$ cat src/rtl/se_seq_pkg.sv
// Shared control codes, module addresses and state encoding
// for the secure-element host sequencers.
package se_seq_pkg;

    localparam logic [31:0] CTRL_IDLE  = 32'd0;
    localparam logic [31:0] CTRL_RESET = 32'd1;
    localparam logic [31:0] CTRL_LOAD  = 32'd2;
    localparam logic [31:0] CTRL_START = 32'd3;
    localparam logic [31:0] CTRL_READ  = 32'd4;

    localparam logic [31:0] ADDR_SHA2 = 32'h20;
    localparam logic [31:0] ADDR_SHA3 = 32'h30;

    typedef enum logic [2:0] {
        S_IDLE,
        S_RSTC,
        S_LOAD,
        S_START,
        S_WAIT,
        S_RADDR,
        S_RDATA
    } state_t;

    typedef struct packed {
        logic [31:0] mod;
        logic [7:0]  nwords;
        logic [3:0]  nout;
    } cmd_t;

    function automatic logic [63:0] zext_idx(input logic [7:0] idx);
        return {56'd0, idx};
    endfunction

endpackage

$ cat src/rtl/se_seq_timeout.sv
// Loadable down-counter; o_expired is high while the count is zero.
module se_seq_timeout #(
    parameter int W = 16
) (
    input  logic         i_clk,
    input  logic         i_rst,
    input  logic         i_load,
    input  logic [W-1:0] i_load_val,
    input  logic         i_en,
    output logic         o_expired
);

    logic [W-1:0] cnt_q;

    always_ff @(posedge i_clk) begin
        if (!i_rst) begin
            cnt_q <= '0;
        end else if (i_load) begin
            cnt_q <= i_load_val;
        end else if (i_en && cnt_q != '0) begin
            cnt_q <= cnt_q - W'(1);
        end
    end

    assign o_expired = (cnt_q == '0);

endmodule

$ cat src/rtl/se_host_sequencer.sv
// Host command sequencer: reset, streamed load, start, wait and
// digest readback of the secure-element core.
module se_host_sequencer
    import se_seq_pkg::*;
#(
    parameter int RST_CYCLES     = 2,
    parameter int TIMEOUT_CYCLES = 65535,
    parameter int TO_W           = 16
) (
    input  logic        i_clk,
    input  logic        i_rst,
    input  logic        i_cmd_valid,
    output logic        o_cmd_ready,
    input  logic [31:0] i_cmd_module,
    input  logic [7:0]  i_cmd_nwords,
    input  logic [3:0]  i_cmd_nout,
    input  logic        i_wr_valid,
    input  logic [63:0] i_wr_data,
    output logic        o_wr_ready,
    output logic        o_rd_valid,
    output logic [63:0] o_rd_data,
    input  logic        i_rd_ready,
    output logic        o_busy,
    output logic        o_err,
    output logic [63:0] o_se_data_in,
    output logic [63:0] o_se_add,
    output logic [63:0] o_se_control,
    input  logic [63:0] i_se_data_out,
    input  logic        i_se_end_op
);

    localparam logic [7:0] RST_LAST = 8'(RST_CYCLES - 1);

    state_t      state_q, state_n;
    cmd_t        cmd_q, cmd_n;
    logic [7:0]  idx_q, idx_n, idx_inc;
    logic [7:0]  rst_cnt_q, rst_cnt_n;
    logic        first_q, first_n;
    logic        abort_q, abort_n;
    logic        err_q, err_n;
    logic [63:0] data_q, data_n;
    logic [63:0] add_q, add_n;
    logic [31:0] ctrl_q, ctrl_n;
    logic [63:0] rd_data_q, rd_data_n;
    logic        rd_valid_q, rd_valid_n;
    logic        to_load, to_en, to_expired;
    logic        wr_hs;

    se_seq_timeout #(
        .W(TO_W)
    ) u_timeout (
        .i_clk      (i_clk),
        .i_rst      (i_rst),
        .i_load     (to_load),
        .i_load_val (TO_W'(TIMEOUT_CYCLES)),
        .i_en       (to_en),
        .o_expired  (to_expired)
    );

    assign o_cmd_ready  = (state_q == S_IDLE);
    assign o_busy       = (state_q != S_IDLE);
    assign o_wr_ready   = (state_q == S_LOAD) && (idx_q != cmd_q.nwords);
    assign wr_hs        = o_wr_ready && i_wr_valid;
    assign idx_inc      = idx_q + 8'd1;
    assign o_rd_valid   = rd_valid_q;
    assign o_rd_data    = rd_data_q;
    assign o_err        = err_q;
    assign o_se_data_in = data_q;
    assign o_se_add     = add_q;
    assign o_se_control = {cmd_q.mod, ctrl_q};

    // Output registers carry the action of the state being entered,
    // except load pulses which follow their handshake by one cycle.
    always_comb begin
        state_n    = state_q;
        cmd_n      = cmd_q;
        idx_n      = idx_q;
        rst_cnt_n  = rst_cnt_q;
        first_n    = 1'b0;
        abort_n    = 1'b0;
        err_n      = 1'b0;
        data_n     = '0;
        add_n      = '0;
        ctrl_n     = CTRL_IDLE;
        rd_data_n  = rd_data_q;
        rd_valid_n = rd_valid_q;
        to_load    = 1'b0;
        to_en      = 1'b0;
        unique case (state_q)
            S_IDLE: begin
                if (i_cmd_valid) begin
                    cmd_n     = '{i_cmd_module, i_cmd_nwords, i_cmd_nout};
                    idx_n     = '0;
                    rst_cnt_n = '0;
                    ctrl_n    = CTRL_RESET;
                    state_n   = S_RSTC;
                end
            end
            S_RSTC: begin
                if (rst_cnt_q == RST_LAST) begin
                    if (cmd_q.nwords != '0) begin
                        state_n = S_LOAD;
                    end else begin
                        state_n = S_START;
                        ctrl_n  = CTRL_START;
                    end
                end else begin
                    rst_cnt_n = rst_cnt_q + 8'd1;
                    ctrl_n    = CTRL_RESET;
                end
            end
            S_LOAD: begin
                if (wr_hs) begin
                    data_n = i_wr_data;
                    add_n  = zext_idx(idx_q);
                    ctrl_n = CTRL_LOAD;
                    idx_n  = idx_inc;
                end else if (idx_q == cmd_q.nwords) begin
                    idx_n   = '0;
                    ctrl_n  = CTRL_START;
                    state_n = S_START;
                end
            end
            S_START: begin
                to_load = 1'b1;
                first_n = 1'b1;
                state_n = S_WAIT;
            end
            S_WAIT: begin
                to_en = 1'b1;
                if (abort_q) begin
                    cmd_n.mod = '0;
                    state_n   = S_IDLE;
                end else if (err_q) begin
                    ctrl_n  = CTRL_RESET;
                    abort_n = 1'b1;
                end else if (first_q) begin
                    // end_op may still be set from the previous job
                    state_n = S_WAIT;
                end else if (i_se_end_op) begin
                    if (cmd_q.nout != '0) begin
                        idx_n   = '0;
                        add_n   = '0;
                        ctrl_n  = CTRL_READ;
                        state_n = S_RADDR;
                    end else begin
                        cmd_n.mod = '0;
                        state_n   = S_IDLE;
                    end
                end else if (to_expired) begin
                    err_n = 1'b1;
                end
            end
            S_RADDR: begin
                rd_data_n  = i_se_data_out;
                rd_valid_n = 1'b1;
                state_n    = S_RDATA;
            end
            S_RDATA: begin
                if (i_rd_ready) begin
                    rd_valid_n = 1'b0;
                    if (idx_inc == {4'd0, cmd_q.nout}) begin
                        cmd_n.mod = '0;
                        state_n   = S_IDLE;
                    end else begin
                        idx_n   = idx_inc;
                        add_n   = zext_idx(idx_inc);
                        ctrl_n  = CTRL_READ;
                        state_n = S_RADDR;
                    end
                end
            end
            default: state_n = S_IDLE;
        endcase
    end

    always_ff @(posedge i_clk) begin
        if (!i_rst) begin
            state_q    <= S_IDLE;
            cmd_q      <= '0;
            idx_q      <= '0;
            rst_cnt_q  <= '0;
            first_q    <= 1'b0;
            abort_q    <= 1'b0;
            err_q      <= 1'b0;
            data_q     <= '0;
            add_q      <= '0;
            ctrl_q     <= CTRL_IDLE;
            rd_data_q  <= '0;
            rd_valid_q <= 1'b0;
        end else begin
            state_q    <= state_n;
            cmd_q      <= cmd_n;
            idx_q      <= idx_n;
            rst_cnt_q  <= rst_cnt_n;
            first_q    <= first_n;
            abort_q    <= abort_n;
            err_q      <= err_n;
            data_q     <= data_n;
            add_q      <= add_n;
            ctrl_q     <= ctrl_n;
            rd_data_q  <= rd_data_n;
            rd_valid_q <= rd_valid_n;
        end
    end

endmodule

$ cat config.mk
export PLATFORM = sky130hd
export DESIGN_NAME = se_host_sequencer
export DESIGN_NICKNAME = d
export VERILOG_FILES = /design/src/rtl/se_seq_pkg.sv /design/src/rtl/se_seq_timeout.sv /design/src/rtl/se_host_sequencer.sv
export SDC_FILE = /design/constraint.sdc
export NUM_CORES = 1
export LEC_CHECK = 0
export ABC_AREA = 1
export BUFFER_PORTS_ARGS = -buffer_cell sky130_fd_sc_hd__clkbuf_2
export CAP_MARGIN = 20
export CORE_AREA = 3 3 171 173
export DETAILED_ROUTE_END_ITERATION = 7
export DIE_AREA = 0 0 174 176
export PLACE_DENSITY_LB_ADDON = 0.05
export SLEW_MARGIN = 20
export SYNTH_ARGS = -nofsm -noshare
export SYNTH_HDL_FRONTEND = slang
export SYNTH_SLANG_ARGS = --single-unit
$ cat constraint.sdc
create_clock -name i_clk -period 5.6 [get_ports i_clk]
set_clock_uncertainty 0.2 [all_clocks]
set_input_delay 1.12 -clock i_clk [delete_from_list [all_inputs] [get_ports i_clk]]
set_output_delay 1.12 -clock i_clk [all_outputs]
set_load 0.01 [all_outputs]
-- Word level (Yosys, flattened, before mapping)
Cells that the tools add are included.
- bits in registers: 307
- input port bits: 178
- add/sub/neg operators: 3
- eq/ne operators: 29
- multiplexer cells: 60
- bitwise gates (word level): 2
- reduce and logical (&&, ||, !) cells: 23
- operator list (operator ; count):
    32-bit two-way mux ; 8
    32-bit one-hot mux with 5 select lines ; 1
    8-bit two-way mux ; 14
    32-bit one-hot mux with 3 select lines ; 1
    3-bit two-way mux ; 18
    44-bit two-way mux ; 1
    16-bit two-way mux ; 2
    8-bit one-hot mux with 2 select lines ; 2
    8-bit one-hot mux with 4 select lines ; 1
    2-bit inequality test, second input constant ; 12
    3-bit one-hot mux with 7 select lines ; 1
    8-bit by 1-bit adder with 8-bit output, second input constant ; 2
    16-bit zero test ; 1
    16-bit nonzero test ; 1
    16-bit by 1-bit subtractor with 16-bit output, second input constant ; 1
    3-bit inequality test, second input constant ; 4
    10-bit AND reduction ; 1
    3-bit == test, second input constant ; 3
    8-bit by 1-bit == test with 1-bit output, second input constant ; 1
    8-bit by 4-bit == test with 1-bit output ; 1
    8-bit == test ; 1
    8-bit inequality test ; 1
    8-bit AND reduction ; 1
    4-bit nonzero test ; 2
    19 further kinds ; 36

-- Logic depth before layout (Yosys ltp)
Gate-level depths: netlist of run 1.
- depth in word-level cells: 7
- mapped depth: 15

-- By module
A second synthesis of run 1 with hierarchy kept.
- cells, all modules: 1423
- area, all modules: 10216.0 µm²
- modules (own cells, without submodules) (module ; instances ; cells an instance ; area each (µm²) ; seq. area each (µm²)):
    se_host_sequencer ; 1 ; 1203 ; 9009.9 ; 4124.0
    se_seq_timeout ; 1 ; 220 ; 1206.2 ; 320.3

-- Least setup slack after synthesis of run 1
Ideal clock, no wire load.
- path kind: input to register
- start point: input i_cmd_valid
- end point: register cmd_q (netlist bit o_se_control[51])
- setup time: 0.115 ns
- data arrival time: 2.273 ns
- setup slack: 3.012 ns
- cell stages on the path: 9
- buffers on the path: 2
- path through: buf_1 inv_1 nand2_1 nand3_1 nor2_2 clkbuf_1 nand3_1 nand2_1 nor2_1
- cells in the longest elaborated chain, start to end: 2
- RTL lines (element ; line ; RTL):
    from (decl) ; se_host_sequencer.sv:12 ; input logic i_cmd_valid,
    2-bit inequality test (no line) ; n/a ;
    8-bit AND reduction (no line) ; n/a ;
    to (signal assigned) ; se_host_sequencer.sv:193 ; cmd_q <= cmd_n;
    to (decl) ; se_host_sequencer.sv:35 ; cmd_t cmd_q, cmd_n;
Every way passes these cells.
A chain may end at the register's enable or synchronous reset.

-- Final worst setup path of run 1
- start point: register idx_q[5]
- end point: output o_wr_ready
- cells in the longest elaborated chain, start to end: 2
- RTL lines (element ; line ; RTL):
    from (decl) ; se_host_sequencer.sv:36 ; logic [7:0] idx_q, idx_n, idx_inc;
    from (signal assigned) ; se_host_sequencer.sv:194 ; idx_q <= idx_n;
    8-bit inequality test ; se_host_sequencer.sv:62 ; assign o_wr_ready = (state_q == S_LOAD) && (idx_q != cmd_q.nwords);
    1-bit logical AND ; se_host_sequencer.sv:62 ;
    to (decl) ; se_host_sequencer.sv:19 ; output logic o_wr_ready,
Every way passes these cells.

==> metrics.md, run 1 <==
| Metric | Value |
|---|---|
| Status | `complete, no violations` |
| First-pass GRT wire length | `48.4 mm` |
| Routed wire length per instance | `15.5 µm` |
| Synth warnings | `0` |
| Worst-Margin Slew | `1.07 ns` |
| Routability cong. | `0.821` |
| Layout area overhead | `22.4%` |
| Num rows | `61` |
| Largest net degree at the start of global routing | `91` |
| Pre-Repair DR Iteration Count | `5` |
| Critical path type | `flip-flop to output pin` |
| Leak | `0.00603 µW` |
| Post-route worst setup slack | `2.42 ns` |
| CP Data Arrival Time | `1.86 ns` |
| VDD IR max | `0.218 mV` |
| Full die area | `30600 µm²` |
| CTS tree | `built` |
| Number of port buffers | `353` |
| Pwr/cell area | `441 nW/µm²` |
| Crit start category | `flip-flop` |
| Clk slew on worst S/H paths | `0.06 ns` |
| Post-synthesis async set-or-reset flop share | `0%` |
| Cts hold-fix bufs | `0` |
| First-iteration detailed-routing DRC count | `462` |
| Share of cells above drive strength 1 | `26.1%` |
| Final Hold Viols | `0` |
| Comb pwr share | `32.1%` |
| Avg Inst Size Synth | `7.36 µm²` |
| Relative slew slack | `28.6%` |
| Starting Density | `35.6%` |
| Share of total power in sequential cells | `37.5%` |
| Worst Hold Depth | `2` |
| DRT Wirelength | `31.4 mm` |
| Tcrit/Tclk final | `56.8%` |
| # H-tree levels | `1` |
| Post-synth EDFFs | `0` |
| ANT cells | `0` |
| FMAX | `0.314 GHz` |
| Req. time, crit path | `4.28 ns` |
| CTS Root Cell | `clkbuf_16` |
| Clock group share of total power | `30.5%` |
| Nets@finish | `1808` |
| Primary FF master, synth | `dfxtp_1` |
| CTS sink cnt | `222` |
| Die span in x | `174 µm` |
| Int Power | `3390 µW` |
| Crit-path max FO | `8` |
| Die Y | `176 µm` |
| All-Layer GR Usage | `19.4%` |
| DR vias | `9027` |
| # IOs | `439` |
| Max capacitance violation total | `0` |
| Clock tree buffer depth | `3` |
| Detailed Place HPWL | `22.6 mm` |
| Total grt overflow | `0` |
| Setup TNS Final | `0 ns` |
| Yosys cell types | `38` |
| Initial antenna violation count | `0` |
| Hold WC Path Type | `flip-flop to flip-flop` |
| R2R depth | `9` |
| Setup Buffers After CTS | `0` |
| DRC violations left | `0` |
| Critical path endpoint category | `output pin` |
| Core box area | `27800 µm²` |
| Slew Limit Fails | `0` |
| DRT antenna net count | `0` |
| Fin crit period | `3.18 ns` |
| RSZ-0062 raised after global routing | `no` |
| Post-synthesis sequential area ratio | `45.0%` |
| Setup violations, final | `0` |
| Clock latency on the worst-skew pair | `0.52 ns` |
| Place WS | `2.02 ns` |
| Via-per-instance ratio | `4.48` |
| Vias in the first global route | `8475` |
| Switch share | `36.5%` |
| CTS Buf Count | `27` |
| CTS resizes | `0` |
| #FFs+latches synth | `222` |
| Post-Syn Area | `9880 µm²` |
| Synth Instances | `1342` |
| Net Sw Power | `1950 µW` |
-- per-stage QoR --
step / utilization (%) / power [µW] / area (µm²) / instances / hold slack (ns)
floorplan: - / 3400 / 10200 / 1426 / 0.244
detailed placement: 40.6 / 3750 / 11300 / 1974 / 0.251
global placement: 40.6 / 3740 / 11300 / 1974 / 0.248
global route: 43.5 / 5730 / 12100 / 2017 / 0.278
CTS: 43.5 / 5400 / 12100 / 2017 / 0.262
finish: 43.5 / 5330 / 12100 / 2017 / 0.257
-- cells by family after synthesis --
group,Yosys count,share of synthesized area [%]
simple gates,584,25.2
buf+inv,324,17.5
flops,222,45.0
compound gates,190,10.2
xor+xnor,16,1.42
fa+ha+maj,5,0.633
other cells,1,0.0380
-- cells in the mapped netlist (all sizes together), types with 3 or more instances --
master | count | area, µm²
nand2 | 231 | 895
nor3 | 9 | 45.0
o21ai | 35 | 175
nor2 | 170 | 656
clkinv | 3 | 11.3
clkbuf | 44 | 165
xor2 | 7 | 61.3
a21oi | 146 | 768
inv | 130 | 488
dfxtp | 222 | 4440
xnor2 | 9 | 78.8
a31oi | 4 | 25.0
buf | 147 | 1060
nand3 | 159 | 801
nand4 | 8 | 50.1
ha | 5 | 62.6
-- metal layers --
layer  share of wire (%)  global-route usage [%]  vias to the layer above  routed length (µm)
li1                    -                       -                     4622                   -
met4                 1.7                    4.05                        0                 518
met2                  47                    31.7                      296               14600
met1                  45                    26.6                     4075               14100
met3                 6.6                    4.13                       34                2080
met5                   0                       0                        -                   0
-- cell usage in the layout (no fill, tap or decap), types with 2 or more instances in the layout --
cell       synthesis  layout
nand3_1          158     158
clkinv_2           0       4
nand2_1          224     222
xnor2_1            9       9
clkinv_1           3       3
a21oi_2           10      10
or2_2              2       2
clkbuf_8           0       3
buf_4            118       8
nand4_1            8       8
clkbuf_16          0      27
dfxtp_1          222     221
o21ai_0           35      35
clkbuf_1          44       7
a31oi_1            4       4
inv_1            129     128
clkbuf_2           0     353
nor3_1             9       9
nor2_1           165     164
nand2_2            5       7
nand2_4            2       2
nor4_1             2       2
xor2_1             7       7
nor2_4             1       3
nor2_2             4       3
conb_1             1      85
and3_1             2       2
a21oi_1          136     136
ha_1               5       5
-- power groups by stage --
stage / sequential, µW / clock (µW) / combinational (µW)
floorplan: 1970 / 0 / 1420
CTS: 2000 / 1680 / 1730
global route: 2030 / 1740 / 1970
global placement: 2030 / 0 / 1710
detailed placement: 2030 / 0 / 1720
finish: 2000 / 1630 / 1710
-- final cells by class --
cell class                 count  area, µm²
multi-input combinational    880       4040
clock buffer                  37        743
clock inverter                 6       61.3
fill                        3026      15700
inverter                     133        500
timing repair buffer         361       1830
sequential                   222       4450
tap                          378        473
-- state kept, by name (all words and copies together), names as in the netlist, 3 cells and up --
signal	flops
idx_q	8
ctrl_q	3
o_rd_data	64
o_se_control	32
cmd_q	12
state_q	3
u_timeout.cnt_q	16
rst_cnt_q	8
o_se_data_in	64
o_se_add	8
-- critical path, cell delays in order (launching register included) --
cell      delay, ns
dfxtp_1        0.57
xnor2_1        0.17
nand2_1        0.07
nor2_1         0.14
nand2_1        0.11
nand2_1        0.09
inv_1          0.06
clkbuf_2       0.12
-- final timing paths --
kind                             startpoint                            end  slack [ns]
setup / recovery      idx_q[5]$_SDFFE_PN0P_                     o_wr_ready        2.42
hold / removal    o_rd_data[4]$_SDFFE_PN0P_      o_rd_data[4]$_SDFFE_PN0P_        0.26
setup reg to reg    state_q[0]$_SDFFE_PN0P_  o_se_control[41]$_SDFFE_PN0P_        2.57
hold reg to reg   o_rd_data[4]$_SDFFE_PN0P_      o_rd_data[4]$_SDFFE_PN0P_        0.26
No activity file was read; power rests on OpenSTA's default activity.
==> run 2, diff against run 1 <==
- CORE_AREA: 3 3 171 173 -> 3 3 170 172
- DIE_AREA: 0 0 174 176 -> 0 0 173 175
- clock period: 5.6 -> 2.6 ns (I/O delays scaled with it)
==> run 2 against run 1 <==
Compared with the run above: design area rose by 7.0%; core utilization rose by 3.3 points; register-to-register slack worse by 2.2 ns; first-iteration DRC count grew 8.0%; sequential cell count did not move; count of clock-buffer cells in the layout grew 1; critical path type unchanged.
==> metrics.md, run 2 (synthesized netlist as in run 1, its figures left out) <==
| Metric | Value |
|---|---|
| Detailed Place HPWL | `22.7 mm (was 22.6 mm)` |
| Worst-Margin Slew | `0.732 ns (was 1.07 ns)` |
| DR vias | `9294 (was 9027)` |
| Num rows | `61 (unchanged)` |
| Relative slew slack | `51.2% (was 28.6%)` |
| Finished Cell Area | `12900 µm² (was 12100 µm²)` |
| Req. time, crit path | `1.88 ns (was 4.28 ns)` |
| Via-per-instance ratio | `4.43 (was 4.48)` |
| First-iteration detailed-routing DRC count | `499 (was 462)` |
| Nets@finish | `1885 (was 1808)` |
| CTS Root Cell | `clkbuf_16 (unchanged)` |
| # IOs | `439 (unchanged)` |
| CTS Buf Count | `26 (was 27)` |
| Initial antenna violation count | `2 (was 0)` |
| CTS sink cnt | `222 (unchanged)` |
| Share of total power in sequential cells | `36.7% (was 37.5%)` |
| RSZ-0062 raised after global routing | `no (unchanged)` |
| Crit start category | `flip-flop (unchanged)` |
| Full die area | `30300 µm² (was 30600 µm²)` |
| All-Layer GR Usage | `19.8% (was 19.4%)` |
| Die span in x | `173 µm (was 174 µm)` |
| # H-tree levels | `1 (unchanged)` |
| DRT antenna net count | `0 (unchanged)` |
| VDD IR max | `0.439 mV (was 0.218 mV)` |
| Total grt overflow | `0 (unchanged)` |
| Clock latency on the worst-skew pair | `0.53 ns (was 0.52 ns)` |
| Fin crit period | `2.46 ns` |
| Pwr Total | `11600 µW (was 5330 µW)` |
| Net Sw Power | `4260 µW (was 1950 µW)` |
| FMAX | `0.407 GHz` |
| Layout area overhead | `30.9% (was 22.4%)` |
| Pre-Repair DR Iteration Count | `5 (unchanged)` |
| Status | `complete, no violations (unchanged)` |
| Hold WC Path Type | `primary input to flip-flop (was flip-flop to flip-flop)` |
| Multi-input logic area | `4050 µm² (was 4040 µm²)` |
| R2R depth | `13 (was 9)` |
| Fillcell total | `2830 (was 3026)` |
| Number of port buffers | `353 (unchanged)` |
| Die Y | `175 µm (was 176 µm)` |
| First-pass GRT wire length | `49.5 mm (was 48.4 mm)` |
| Core box area | `27600 µm² (was 27800 µm²)` |
| Max capacitance violation total | `0 (unchanged)` |
| Share of cells above drive strength 1 | `26.5% (was 26.1%)` |
| Post-Layout Cell Count | `2099 (was 2017)` |
| Routability cong. | `0.836 (was 0.821)` |
| Most common cell after layout, fill and taps aside | `clkbuf_2 (unchanged)` |
| DRC violations left | `0 (unchanged)` |
| Placed insts | `1990 (was 1974)` |
| Layout Utilization | `46.8% (was 43.5%)` |
| Tcrit/Tclk final | `94.5%` |
| Largest net degree at the start of global routing | `66 (was 91)` |
| Critical path type | `flip-flop to output pin (unchanged)` |
| Vias in the first global route | `9004 (was 8475)` |
| Setup TNS Final | `0 ns (unchanged)` |
| Leak | `0.00641 µW (was 0.00603 µW)` |
| Clock tree buffer depth | `3 (unchanged)` |
| Slew Limit Fails | `0 (unchanged)` |
| Final Hold Viols | `0 (unchanged)` |
| Critical path endpoint category | `output pin (unchanged)` |
| Dpl cell area | `11500 µm² (was 11300 µm²)` |
| Crit-path max FO | `4 (was 8)` |
| Int Power | `7390 µW (was 3390 µW)` |
| Worst Hold Depth | `3 (was 2)` |
| Pwr/cell area | `901 nW/µm² (was 441 nW/µm²)` |
| Commonest non-fill, non-tap cells in the layout | `353 x clkbuf_2, 221 x nand2_1, 216 x dfxtp_1 (was 353 x clkbuf_2, 222 x nand2_1, 221 x dfxtp_1)` |
| Comb pwr share | `33.8% (was 32.1%)` |
| Clk slew on worst S/H paths | `0.06 ns (about the same)` |
| Routed wire length per instance | `14.9 µm (was 15.5 µm)` |
| Setup violations, final | `0 (unchanged)` |
| Switch share | `36.6% (was 36.5%)` |
| Reg area | `4450 µm² (about the same)` |
| CTS tree | `built (unchanged)` |
| CP Data Arrival Time | `1.74 ns (was 1.86 ns)` |
| Clock group share of total power | `29.5% (was 30.5%)` |
| Starting Density | `35.7% (was 35.6%)` |
| DRT Wirelength | `31.3 mm (was 31.4 mm)` |
[run 2: routing by layer]
metal  GRT usage [%]  wire length [µm]  part of all wire (%)
met2            32.2             14400                    46
met5               0                13                 0.042
met3            4.32              2100                   6.7
met1            26.3             14000                    45
met4            6.05               796                   2.5
[run 2: final timing paths]
path,start,endpoint,slack (ns)
worst max-delay path,idx_q[0]$_SDFFE_PN0P_,o_wr_ready,0.14
worst min-delay path,i_se_data_out[23],o_rd_data[23]$_SDFFE_PN0P_,0.03
worst max register to register,idx_q[0]$_SDFFE_PN0P_,o_se_control[59]$_SDFFE_PN0P_,0.34
worst min register to register,o_rd_data[50]$_SDFFE_PN0P_,o_rd_data[50]$_SDFFE_PN0P_,0.26
[run 2: power by group through the flow]
stage / combinational, µW / sequential (µW) / clock [µW]
finish: 3940 / 4280 / 3430
global route: 4460 / 4340 / 3690
CTS: 3920 / 4270 / 3550
detailed placement: 3830 / 4340 / 0
global placement: 3830 / 4330 / 0
floorplan: 3060 / 4250 / 0
[run 2: layout make-up]
cell class              count  area share, %
flip-flops and latches    222           34.4
multi-input cells         880           31.4
repair buffers            439           20.4
clock buffers              38           5.77
inverters                 133           3.87
well taps                 378           3.66
clock inverters             8          0.445
diodes                      1         0.0194
[run 2: worst max-delay path, cell delays in order (launching register included)]
cell and delay, ns:
dfxtp_1 0.37, buf_4 0.16, xnor2_1 0.11, nand2_1 0.10, nor2_4 0.13, nand2_2 0.07
nand2_1 0.10, inv_1 0.05, clkbuf_2 0.12
[run 2: repair_timing]
item,in CTS,in global routing
hold buffers,62,0
setup endpoints to repair,0,1
buffers inserted,0,0
gates resized for setup,0,9
endpoints found under the hold margin,62,0
[run 2: through the flow]
| step | hold WS [ns] | setup slack [ns] |
|---|---|---|
| 6_report | 0.0317 | 0.143 |
| 4_1_cts | 0.00738 | 0.0189 |
| 5_1_grt | 0.0212 | 0.000179 |
| 3_3_place_gp | 0.247 | 0.363 |
| 2_1_floorplan | 0.244 | 0.588 |
| 3_5_place_dp | 0.253 | 0.308 |
==> run 3, diff against run 2 <==
- CORE_AREA: 3 3 170 172 -> 3 3 222 115
- DIE_AREA: 0 0 173 175 -> 0 0 225 118
- SYNTH_HIERARCHICAL: unset -> 1
==> run 3 against run 2 <==
Compared with the run above: cell count up 0.62%; sequential share of layout area fell by 0.21 points; maximum frequency is 0.29% higher; global-route usage increased by 1.6 points; worst hold slack lost 0.013 ns; core utilization increased by 7.9 points; sequential power about the same.
==> metrics.md, run 3 <==
| Metric | Value |
|---|---|
| Status | `complete, no violations (unchanged)` |
| Routability cong. | `0.890 (was 0.836)` |
| FMAX | `0.408 GHz (was 0.407 GHz)` |
| Setup violations, final | `0 (unchanged)` |
| Routed wire length per instance | `14.0 µm (was 14.9 µm)` |
| Pre-Repair DR Iteration Count | `7 (was 5)` |
| First-pass GRT wire length | `46.8 mm (was 49.5 mm)` |
| Crit-path max FO | `6 (was 4)` |
| Req. time, crit path | `1.88 ns (about the same)` |
| CTS sink cnt | `222 (unchanged)` |
| Post-Syn Area | `10200 µm² (was 9880 µm²)` |
| Hold WC Path Type | `primary input to flip-flop (unchanged)` |
| Most common cell after layout, fill and taps aside | `clkbuf_2 (unchanged)` |
| Primary FF master, synth | `dfxtp_1 (unchanged)` |
| Core box area | `23800 µm² (was 27600 µm²)` |
| CTS Root Cell | `clkbuf_16 (unchanged)` |
| Fin crit period | `2.45 ns (was 2.46 ns)` |
| Leak | `0.00662 µW (was 0.00641 µW)` |
| Synth top area share | `43.5% (was 45.0%)` |
| VDD IR max | `0.459 mV (was 0.439 mV)` |
| CTS Buf Count | `22 (was 26)` |
| Synth top area cells | `dfxtp_1 44%, buf_4 9.2%, inv_1 7.7% (was dfxtp_1 45%, buf_4 9.0%, nand2_1 8.5%)` |
| Yosys cell types | `38 (unchanged)` |
| Full die area | `26600 µm² (was 30300 µm²)` |
| Most instantiated cells after synthesis | `222 x dfxtp_1, 209 x inv_1, 203 x nand2_1 (was 224 x nand2_1, 222 x dfxtp_1, 165 x nor2_1)` |
| CTS tree | `built (unchanged)` |
| Clock latency on the worst-skew pair | `0.51 ns (was 0.53 ns)` |
| Starting Density | `43.0% (was 35.7%)` |
| All-Layer GR Usage | `21.4% (was 19.8%)` |
| # H-tree levels | `1 (unchanged)` |
| Final Hold Viols | `0 (unchanged)` |
| Setup TNS Final | `0 ns (unchanged)` |
| DRT antenna net count | `0 (unchanged)` |
| Via-per-instance ratio | `4.52 (was 4.43)` |
| Number of port buffers | `353 (unchanged)` |
| Multi-input logic area | `4110 µm² (was 4050 µm²)` |
| Share of cells above drive strength 1 | `25.3% (was 26.5%)` |
| Num rows | `40 (was 61)` |
| Post-synthesis async set-or-reset flop share | `0% (unchanged)` |
| Die Y | `118 µm (was 175 µm)` |
| DR vias | `9540 (was 9294)` |
| Slew Limit Fails | `0 (unchanged)` |
| Area leader, netlist | `dfxtp_1 (unchanged)` |
| WHS | `0.0182 ns (was 0.0317 ns)` |
| Initial antenna violation count | `0 (was 2)` |
| Commonest non-fill, non-tap cells in the layout | `352 x clkbuf_2, 220 x dfxtp_1, 209 x inv_1 (was 353 x clkbuf_2, 221 x nand2_1, 216 x dfxtp_1)` |
| #FFs+latches synth | `222 (unchanged)` |
| Die span in x | `225 µm (was 173 µm)` |
| Fillcell total | `2369 (was 2830)` |
| # IOs | `439 (unchanged)` |
| Avg Inst Size Synth | `7.18 µm² (was 7.36 µm²)` |
| Max capacitance violation total | `0 (unchanged)` |
| Setup Buffers After CTS | `0 (unchanged)` |
| Vias in the first global route | `9121 (was 9004)` |
| ANT cells | `0 (was 1)` |
| Layout area overhead | `27.2% (was 30.9%)` |
| Pwr/cell area | `904 nW/µm² (was 901 nW/µm²)` |
| Clk slew on worst S/H paths | `0.06 ns (about the same)` |
| First-iteration detailed-routing DRC count | `553 (was 499)` |
| Critical path endpoint category | `output pin (unchanged)` |
| DRT Wirelength | `29.6 mm (was 31.3 mm)` |
| Post-synthesis sequential area ratio | `43.5% (was 45.0%)` |
| Nets@finish | `1963 (was 1885)` |
| Placed insts | `2021 (was 1990)` |
| Critical path type | `flip-flop to output pin (unchanged)` |
| Total grt overflow | `0 (unchanged)` |
| Tcrit/Tclk final | `94.2% (was 94.5%)` |
| Synth warnings | `6 (was 0)` |
| Post-Layout Cell Count | `2112 (was 2099)` |
| R2R depth | `13 (unchanged)` |
| Reg area | `4450 µm² (about the same)` |
| Worst Hold Depth | `3 (unchanged)` |
| CP Data Arrival Time | `1.73 ns (was 1.74 ns)` |
| Synth Instances | `1423 (was 1342)` |
| Crit start category | `flip-flop (unchanged)` |
| Detailed Place HPWL | `21.7 mm (was 22.7 mm)` |
| DRC violations left | `0 (unchanged)` |
| RSZ-0062 raised after global routing | `no (unchanged)` |
| Clock tree buffer depth | `3 (unchanged)` |
| Post-synth EDFFs | `0 (unchanged)` |
| Largest net degree at the start of global routing | `131 (was 66)` |
| Most frequent cell after synthesis | `dfxtp_1 (was nand2_1)` |
run 3: changes by cell type after synthesis, sizes merged, moves of 5 or more:
cell / previous run / this run
inv: 130 / 217
o21ai: 35 / 100
nand3: 159 / 102
nor2: 170 / 198
nand2: 231 / 216
a21oi: 146 / 137
xor2: 7 / 0
clkbuf: 44 / 39
nor3: 9 / 4
run 3: worst paths after layout:
check                                  start                            end  slack (ns)
setup / recovery       idx_q[5]$_SDFFE_PN0P_                     o_wr_ready        0.15
setup reg to reg       idx_q[0]$_SDFFE_PN0P_  o_se_control[57]$_SDFFE_PN0P_        0.26
hold / removal                 i_wr_data[62]    o_se_data_in[62]$_SDFF_PN0_        0.02
hold reg to reg   o_rd_data[49]$_SDFFE_PN0P_     o_rd_data[49]$_SDFFE_PN0P_        0.24
run 3: timing repair:
item                                    4_1_cts  5_1_grt
hold buffers                                 51        0
resized for setup                             0        2
endpoints found under the setup margin        0        1
hold endpoints to repair                     51        0
run 3: cell type report:
type,instances,area share (%)
Sequential cell,222,34.2
Multi-Input combinational cell,897,31.6
Timing Repair Buffer,419,19.1
Inverter,219,6.33
Clock inverter,11,0.684
Clock buffer,29,4.99
Tap cell,315,3.03
run 3: layer usage:
| metal | part of all wire, % | global-route usage [%] | wire, µm | vias to the layer above |
|---|---|---|---|---|
| li1 | - | - | - | 4930 |
| met1 | 43 | 26.3 | 12600 | 4291 |
| met2 | 48 | 37.2 | 14300 | 273 |
| met3 | 6.8 | 5.96 | 2020 | 46 |
| met4 | 2.1 | 4.88 | 609 | 0 |
| met5 | 0 | 0 | 0 | - |
run 3: cell families after synthesis:
family | Yosys count | synth area share (%)
AND/OR/NAND/NOR | 536 | 22.7
buffers and inverters | 403 | 20.0
AO/OA/AOI/OAI | 247 | 12.4
flip-flops | 222 | 43.5
XOR/XNOR | 9 | 0.772
adder cells (fa/ha/maj) | 4 | 0.490
other | 2 | 0.0735
run 3: critical path: stages (launching register included):
cell and delay [ns]:
dfxtp_1 0.49, xnor2_1 0.16, nand2_1 0.07, nor2_1 0.13, nand2_1 0.10, nand2_1 0.07, inv_1 0.08, clkbuf_2 0.13
run 3: through the flow:
step,area [µm²],total power (µW),setup slack (ns),util (%)
final,13000,11700,0.150,54.6
after global routing,13000,12600,0.0108,54.6
after CTS,13000,11800,0.0228,54.6
after detailed placement,11700,8490,0.280,49.4
after global placement,11700,8430,0.370,49.4
after floorplan,10600,7660,0.555,-
run 3: power breakdown:
part,internal [µW],switching [µW],total (µW)
clock network,1860,1380,3250
logic,1560,2640,4200
registers,3890,404,4300
total,7310,4430,11700
